===== config.mk =====
export PLATFORM = sky130hd
export DESIGN_NAME = dds_voice_scheduler
export DESIGN_NICKNAME = d
export VERILOG_FILES = /design/src/rtl/dds_voice_scheduler.sv
export SDC_FILE = /design/constraint.sdc
export NUM_CORES = 1
export LEC_CHECK = 0
export ABC_AREA = 1
export ABC_CLOCK_PERIOD_IN_PS = 2900
export CORE_ASPECT_RATIO = 1.75
export CORE_UTILIZATION = 54
export DETAILED_ROUTE_END_ITERATION = 8
export PLACE_DENSITY_LB_ADDON = 0.15
export SLEW_MARGIN = 20
export SYNTH_ARGS = -nofsm -noshare
export SYNTH_HDL_FRONTEND = slang
export SYNTH_SLANG_ARGS = --single-unit

===== constraint.sdc =====
create_clock -name clk -period 2.9 [get_ports clk]
set_input_delay 0.58 -clock clk [delete_from_list [all_inputs] [get_ports clk]]
set_output_delay 0.58 -clock clk [all_outputs]
set_load 0.02 [all_outputs]

===== src/rtl/dds_voice_scheduler.sv =====
// dds_voice_scheduler
// Time-multiplexes a single phase-accumulator adder across VOICES DDS voices.
// Each sample_tick starts one round-robin scan (one voice per cycle) and the
// top M bits of every updated phase are streamed out, tagged with the voice.
//
// Optional build macro: DDS_PHASE_SYNC_EN
//   defined   -> an accepted config write also zeroes that voice's phase,
//                giving a phase-coherent restart whenever a voice is retuned.
//   undefined -> config writes change only tuning and enable; phase is kept.

module dds_voice_scheduler #(
  parameter int VOICES = 4,
  parameter int N      = 23,
  parameter int M      = 14,
  parameter int TUNE   = 16
) (
  input  logic                      clk,
  input  logic                      rst,
  input  logic                      sample_tick,
  input  logic                      cfg_valid,
  output logic                      cfg_ready,
  input  logic [$clog2(VOICES)-1:0] cfg_voice,
  input  logic [TUNE-1:0]           cfg_tuning,
  input  logic                      cfg_enable,
  output logic                      busy,
  output logic                      phase_valid,
  output logic [$clog2(VOICES)-1:0] phase_voice,
  output logic [M-1:0]              phase_out,
  output logic                      overrun
);

  localparam int VW = $clog2(VOICES);

  typedef enum logic {
    IDLE = 1'b0,
    SCAN = 1'b1
  } state_t;

  state_t state_q;
  state_t state_d;

  // Slot being processed this cycle while scanning; parked at 0 when idle.
  logic [VW-1:0]   slot_q;

  // Per-voice configuration and accumulator storage.
  logic [TUNE-1:0] tuning_q [VOICES];
  logic [VOICES-1:0] enable_q;
  logic [N-1:0]    phase_q  [VOICES];

  // Shared accumulation path: one adder, operands muxed by the current slot.
  logic [N-1:0]    acc_cur;
  logic [N-1:0]    acc_inc;
  logic [N-1:0]    acc_sum;
  logic [N-1:0]    acc_new;

  logic            scanning;
  logic            last_slot;
  logic            cfg_accept;

  assign scanning   = (state_q == SCAN);
  assign last_slot  = (slot_q == VW'(VOICES - 1));
  assign cfg_accept = cfg_valid && cfg_ready;

  assign acc_cur = phase_q[slot_q];
  assign acc_inc = N'(tuning_q[slot_q]);
  assign acc_sum = acc_cur + acc_inc;
  assign acc_new = enable_q[slot_q] ? acc_sum : '0;

  // FSM state register.
  always_ff @(posedge clk) begin
    if (rst) begin
      state_q <= IDLE;
    end else begin
      state_q <= state_d;
    end
  end

  // FSM next state: a tick in IDLE starts a scan, the last slot ends it.
  always_comb begin
    state_d = state_q;
    case (state_q)
      IDLE: begin
        if (sample_tick) begin
          state_d = SCAN;
        end
      end
      SCAN: begin
        if (last_slot) begin
          state_d = IDLE;
        end
      end
      default: begin
        state_d = IDLE;
      end
    endcase
  end

  // FSM outputs: config writes are only taken while no scan is running.
  always_comb begin
    cfg_ready = 1'b0;
    busy      = 1'b0;
    case (state_q)
      IDLE:    cfg_ready = 1'b1;
      SCAN:    busy      = 1'b1;
      default: cfg_ready = 1'b0;
    endcase
  end

  // Slot counter: walks 0..VOICES-1 during a scan, wraps back to 0 at the end.
  always_ff @(posedge clk) begin
    if (rst) begin
      slot_q <= '0;
    end else if (scanning) begin
      slot_q <= slot_q + VW'(1);
    end else begin
      slot_q <= '0;
    end
  end

  // Tuning and enable storage, written by accepted config transfers.
  always_ff @(posedge clk) begin
    if (rst) begin
      for (int i = 0; i < VOICES; i++) begin
        tuning_q[i] <= '0;
      end
      enable_q <= '0;
    end else if (cfg_accept) begin
      tuning_q[cfg_voice] <= cfg_tuning;
      enable_q[cfg_voice] <= cfg_enable;
    end
  end

  // Phase storage: updated from the shared adder for the slot being scanned.
  // Writes and scans never overlap because config is only accepted in IDLE.
  always_ff @(posedge clk) begin
    if (rst) begin
      for (int i = 0; i < VOICES; i++) begin
        phase_q[i] <= '0;
      end
    end else begin
`ifdef DDS_PHASE_SYNC_EN
      if (cfg_accept) begin
        phase_q[cfg_voice] <= '0;
      end
`endif
      if (scanning) begin
        phase_q[slot_q] <= acc_new;
      end
    end
  end

  // Output stage: register the freshly computed phase one cycle after its slot.
  always_ff @(posedge clk) begin
    if (rst) begin
      phase_valid <= 1'b0;
      phase_voice <= '0;
      phase_out   <= '0;
    end else if (scanning) begin
      phase_valid <= 1'b1;
      phase_voice <= slot_q;
      phase_out   <= acc_new[N-1 -: M];
    end else begin
      phase_valid <= 1'b0;
      phase_voice <= '0;
      phase_out   <= '0;
    end
  end

  // Sticky overrun flag: a tick that lands while a scan is running is lost.
  always_ff @(posedge clk) begin
    if (rst) begin
      overrun <= 1'b0;
    end else if (sample_tick && scanning) begin
      overrun <= 1'b1;
    end
  end

endmodule


==> impl_metrics.ini, run 1 <==
[job]
drv_cap = 0

[floorplan]
io-pin-count = 43
start_util = 0.553
die_area_um2 = 16300
core_area_um2 = 15400
rows = 60
chipHeight_um = 168
die_w_um = 96.9

[layout]
diodes = 0
area_delta_synth_final_pct = 19.4
final_cell_area_um2 = 10200
drive_gt1_frac = 0.115
post-route-util = 0.660
finalNetCount = 1011

[yosys]
syn_inst = 906
synth_top_area_share = 0.550
synth_area_leaders = edfxtp_1, nor2_1, nand2_1
ys_warn_count = 0
syn_avg_cell_area_um2 = 9.40
ys_seq_area_frac = 0.609
synth_top_area_cell = edfxtp_1
synthesis.area_um2 = 8510
synth-seq-cells = 181
ys_types = 39
synth_fp_nets = 947

[timing]
tightest_slew_ns = 0.427
hold_viol_final = 0
fin_crit_sh = 0.946
maxSlewViolCount = 0
period_minus_slack_ns = 2.74
setup_tns_ns = 0
skew_ns = 0.0111
finalSetupViolCount = 0
max_slew_margin = 0.716
clock.fmax_mhz = 365

[placed_design]
hpwl_mm = 12.9
place_area_um2 = 9430
portBuffers = 42
gp_congestion = 0.916

[detailed_routing]
dr.pass1.iters = 4
vias_per_cell = 5.47
drt_iter0_markers = 340
drc = 0
wl_per_cell_um = 17.2
ant_nets = 0
drt-total-wl_mm = 20.1
vias = 6399

[critical_path]
crit_path_cell_trace = buf_16 -> o21ai_0 -> o22ai_1 -> ha_1 -> or2_1 -> and2_1 -> nand3_1 -> nand2_2 -> nand2_2 -> nand2_1 -> nand2_1 -> nand2_1 -> nand3_2 -> nor2_1
worst_ep_arrival_time_ns = 2.91
cp_slowest_stage_delay_ns = 0.41
crit_slowest_cell = dfxtp_4
critPathMostFrequentCell = nand2_1
cp.required_ns = 3.07
critPathKind = reg2reg
end_kind = register
path_max_fanout = 52
critPathLaunchType = register

[grt]
grt_pass1_vias = 6200
antenna_found_initial = 0
grt_usage = 0.256
overflow = 0
grt_max_degree = 53
grt_first_pass_wirelength_mm = 31.7

[clock_tree]
cts_tree = built
numCtsBuffers = 17
h-tree-depth = 4
clockBufferDepth = 2
clkSinkCount = 181
cts-root-buf = clkbuf_16
path_clk_slew_ns = 0.07
clock_latency_ns = 0.42

[power]
power.density_nw_per_um2 = 634
power_mw = 6.44
vdd_drop_max_v = 0.000483
power.leakage_nw = 4.26

[status]
status = finished, final reports clean

[min_path]
hold_class = reg2reg
-- flip-flops by register name, indices dropped and copies added, names as in the netlist --
register / count
phase_q: 92
tuning_q: 64
phase_out: 14
enable_q: 4
phase_voice: 2
slot_q: 2
overrun: 1
phase_valid: 1
scanning: 1
-- power breakdown --
group          switching, mW  total (mW)  internal, mW
sequential            0.0429        3.02          2.97
clock                  0.988        2.45          1.46
combinational          0.623       0.978         0.355
-- cell families after synthesis --
family,Yosys count,synth area share
and+or+nand+nor,437,0.210
DFF,181,0.609
AOI/OAI and AO/OA,135,0.0886
buffers and inverters,132,0.0625
adders and majority gates,18,0.0273
xor gates and xnor gates,3,0.00309
-- worst paths after layout --
check	endpoint	slack (ns)	cells after the start	startpoint
min	overrun	0.48	2	overrun
max	phase_q[1][20]	0.16	14	slot_q[0]
min reg2reg	overrun	0.48	2	overrun
max reg2reg	phase_q[1][20]	0.16	14	slot_q[0]
-- final cells by class --
| class | instances | area, um2 |
|---|---|---|
| clock buffers | 19 | 433 |
| clock inverters | 13 | 196 |
| fillers | 1228 | 5230 |
| inverters | 95 | 370 |
| multi-input cells | 593 | 2890 |
| flip-flops and latches | 181 | 5190 |
| well taps | 186 | 233 |
| repair buffers | 82 | 857 |
-- metrics by stage --
step	instances	worst slack, ns	hold WS (ns)
finish	1169	0.157	0.485
CTS	1169	0.0213	0.488
floorplan	906	0.171	0.448
detailed placement	1137	-0.0209	0.468
global route	1169	-0.0320	0.529
global placement	1137	0.0554	0.461
-- per-layer routing --
layer	global-route usage	share of wire	routed length, um	vias to the layer above
li1	-	-	-	3148
met5	0	0	0	-
met3	0.0353	0.040	812	27
met1	0.293	0.39	7810	3065
met2	0.473	0.55	11000	159
met4	0.108	0.024	482	0
-- worst max-delay path: cells and delay by family (launching register included) --
family	cells	cell delay, ns
compound gates	2	0.41
fa+ha+maj	1	0.32
buf+inv	1	0.23
flops	1	0.41
simple gates	10	1.10
-- synthesized netlist by cell type --
library cell	n
or2_4	1
o21ai_1	1
xnor2_1	2
nor2_2	1
nand3b_1	3
o211ai_1	4
o21bai_1	2
nand2_2	6
dfxtp_1	25
or2_2	1
nand4_1	1
clkinv_2	1
nand3_2	8
inv_2	2
nor2_1	238
nor3_2	2
buf_1	2
a32oi_1	1
buf_6	3
nor4_1	1
nor3_1	7
nand3_1	19
and2_1	2
a21oi_1	15
o21a_1	1
or2_1	1
nand2_1	146
ha_1	17
o21ai_0	75
edfxtp_1	156
clkinv_1	2
inv_1	90
a31oi_1	1
xor2_1	1
clkbuf_1	22
fa_1	1
o22ai_1	33
o211ai_2	2
buf_2	10
-- cells in the final DEF (no fill, tap or decap), types with 3 or more instances in the layout --
| master | synthesis | routed |
|---|---|---|
| nor2_1 | 238 | 236 |
| clkinv_2 | 1 | 3 |
| clkdlybuf4s50_1 | 0 | 42 |
| a21oi_1 | 15 | 14 |
| buf_12 | 0 | 9 |
| nand2_2 | 6 | 9 |
| bufinv_16 | 0 | 4 |
| o21ai_0 | 75 | 71 |
| o22ai_2 | 0 | 5 |
| nand3b_1 | 3 | 3 |
| buf_4 | 0 | 29 |
| edfxtp_1 | 156 | 156 |
| clkinv_4 | 0 | 4 |
| inv_8 | 0 | 3 |
| clkbuf_16 | 0 | 17 |
| o22ai_1 | 33 | 28 |
| nand3_2 | 8 | 9 |
| nand3_1 | 19 | 18 |
| nand2_1 | 146 | 143 |
| nor2_2 | 1 | 3 |
| o21ai_1 | 1 | 5 |
| inv_1 | 90 | 90 |
| nor3_1 | 7 | 6 |
| o211ai_1 | 4 | 4 |
| ha_1 | 17 | 15 |
| dfxtp_1 | 25 | 23 |
-- what timing repair did --
item | CTS | global route
hold buffers | 0 | 0
setup buffers | 0 | 0
gates resized for setup | 1 | 29
endpoints found under the setup margin | 6 | 54
Note: power is estimated with default switching activity, not from simulation.
==> inputs of run 2 (changes only) <==
--- a/config.mk
+++ b/config.mk
@@ -10,7 +10,8 @@
 export CORE_ASPECT_RATIO = 1.75
 export CORE_UTILIZATION = 54
 export DETAILED_ROUTE_END_ITERATION = 8
-export PLACE_DENSITY_LB_ADDON = 0.15
+export PLACE_DENSITY = 0.78
+export SKIP_CTS_REPAIR_TIMING = 1
 export SLEW_MARGIN = 20
 export SYNTH_ARGS = -nofsm -noshare
 export SYNTH_HDL_FRONTEND = slang
==> impl_metrics.ini, run 2 (synthesis gave the netlist of run 1 again) <==
[grt]
grt_pass1_vias = 6381
overflow = 0
grt_first_pass_wirelength_mm = 30.1
grt_max_degree = 70
antenna_found_initial = 0
grt_usage = 0.241

[clock_tree]
path_clk_slew_ns = 0.07
clock_latency_ns = 0.43
numCtsBuffers = 17
clkSinkCount = 181
cts_tree = built
cts-root-buf = clkbuf_16
clockBufferDepth = 2
h-tree-depth = 4

[critical_path]
crit_path_cell_trace = clkbuf_16 -> o21ai_0 -> o22ai_1 -> buf_4 -> fa_2 -> nand2_1 -> nand2_1 -> and2_1 -> nand3_1 -> nand2_2 -> nand2_2 -> nand2_1 -> nand2_1 -> nand2_1 -> nand3_2 -> nor2_1
critPathLaunchType = register
cp.required_ns = 3.08
path_max_fanout = 17
critPathKind = reg2reg
worst_ep_arrival_time_ns = 2.93
cp_slowest_stage_delay_ns = 0.40
critPathMostFrequentCell = nand2_1
cp_top_family = simple AND/OR/NAND/NOR gates
crit_slowest_cell = dfxtp_4
end_kind = register
crit_buf_inv = 2

[power]
vdd_drop_max_v = 0.000541
power.density_nw_per_um2 = 616
power.leakage_nw = 4.20

[layout]
final_cell_area_um2 = 10000
area_delta_synth_final_pct = 17.8
final_common_cell = nor2_1
top_regs = phase_q x92, tuning_q x64, phase_out x14
diodes = 0
largest_reg_flops = 92
max_flop_register = phase_q
layout.cells.non_filler = 1168
finalNetCount = 1010
final_cell_mix = nor2_1, edfxtp_1, nand2_1
drive_gt1_frac = 0.110

[timing]
max_slew_margin = 0.734
finalSetupViolCount = 0
period_minus_slack_ns = 2.76
clock.fmax_mhz = 363
worst_slack_ns = 0.144
setup_tns_ns = 0
maxSlewViolCount = 0
tightest_slew_ns = 0.400
skew_ns = 0.0105
fin_crit_sh = 0.950
hold_viol_final = 0

[min_path]
hold_class = reg2reg

[placed_design]
dp.cells = 1134
gp_congestion = 0.911
place_area_um2 = 9350
pre_cts_ws_ns = 0.0211
portBuffers = 42
hpwl_mm = 12.5

[detailed_routing]
drc = 0
vias_per_cell = 5.67
vias = 6628
drt_iter0_markers = 489
wl_per_cell_um = 17.3
dr.pass1.iters = 8
ant_nets = 0
drt-total-wl_mm = 20.2

[job]
drv_cap = 0

[floorplan]
chipHeight_um = 168
core_area_um2 = 15400
io-pin-count = 43
die_w_um = 96.9
die_area_um2 = 16300
start_util = 0.553
rows = 60

[status]
status = finished, final reports clean
[run 2: worst paths after layout]
| check | cells after the start | slack, ns | startpoint | to |
|---|---|---|---|---|
| setup / recovery | 16 | 0.14 | slot_q[0] | phase_q[1][20] |
| hold / removal | 2 | 0.49 | enable_q[2] | enable_q[2] |
| setup reg to reg | 16 | 0.14 | slot_q[0] | phase_q[1][20] |
| hold reg to reg | 2 | 0.49 | enable_q[2] | enable_q[2] |
[run 2: layout make-up]
class                           count  area, um2
Inverter                           95        368
Clock inverter                     15        144
Tap cell                          186        233
Sequential cell                   181       5190
Timing Repair Buffer               81        815
Fill cell                        1151       5360
Clock buffer                       17        425
Multi-Input combinational cell    593       2860
[run 2: through the flow]
step           hold WS, ns  total power, mW  utilization
5_1_grt              0.509             6.38        0.652
6_report             0.486             6.18        0.652
3_5_place_dp         0.471             3.98        0.607
3_3_place_gp         0.458             3.96        0.607
4_1_cts              0.491             6.14        0.644
2_1_floorplan        0.448             3.66            -
[run 2: tightest hold or removal path: cells and delay by family, from the launching register on]
kind | cells | cell delay (ns)
AND/OR/NAND/NOR | 1 | 0.07
AO/OA/AOI/OAI | 1 | 0.06
flip-flops | 1 | 0.32
[run 2: per-layer routing]
metal	up-vias	GRT usage	part of all wire
li1	3140	-	-
met1	3191	0.258	0.37
met2	249	0.453	0.54
met3	48	0.0386	0.055
met4	0	0.125	0.035
met5	-	0	0
[run 2: where the power goes]
part	switching [mW]	internal (mW)
clock network	1.06	1.14
registers	0.0449	2.97
logic	0.626	0.343
total	1.73	4.45
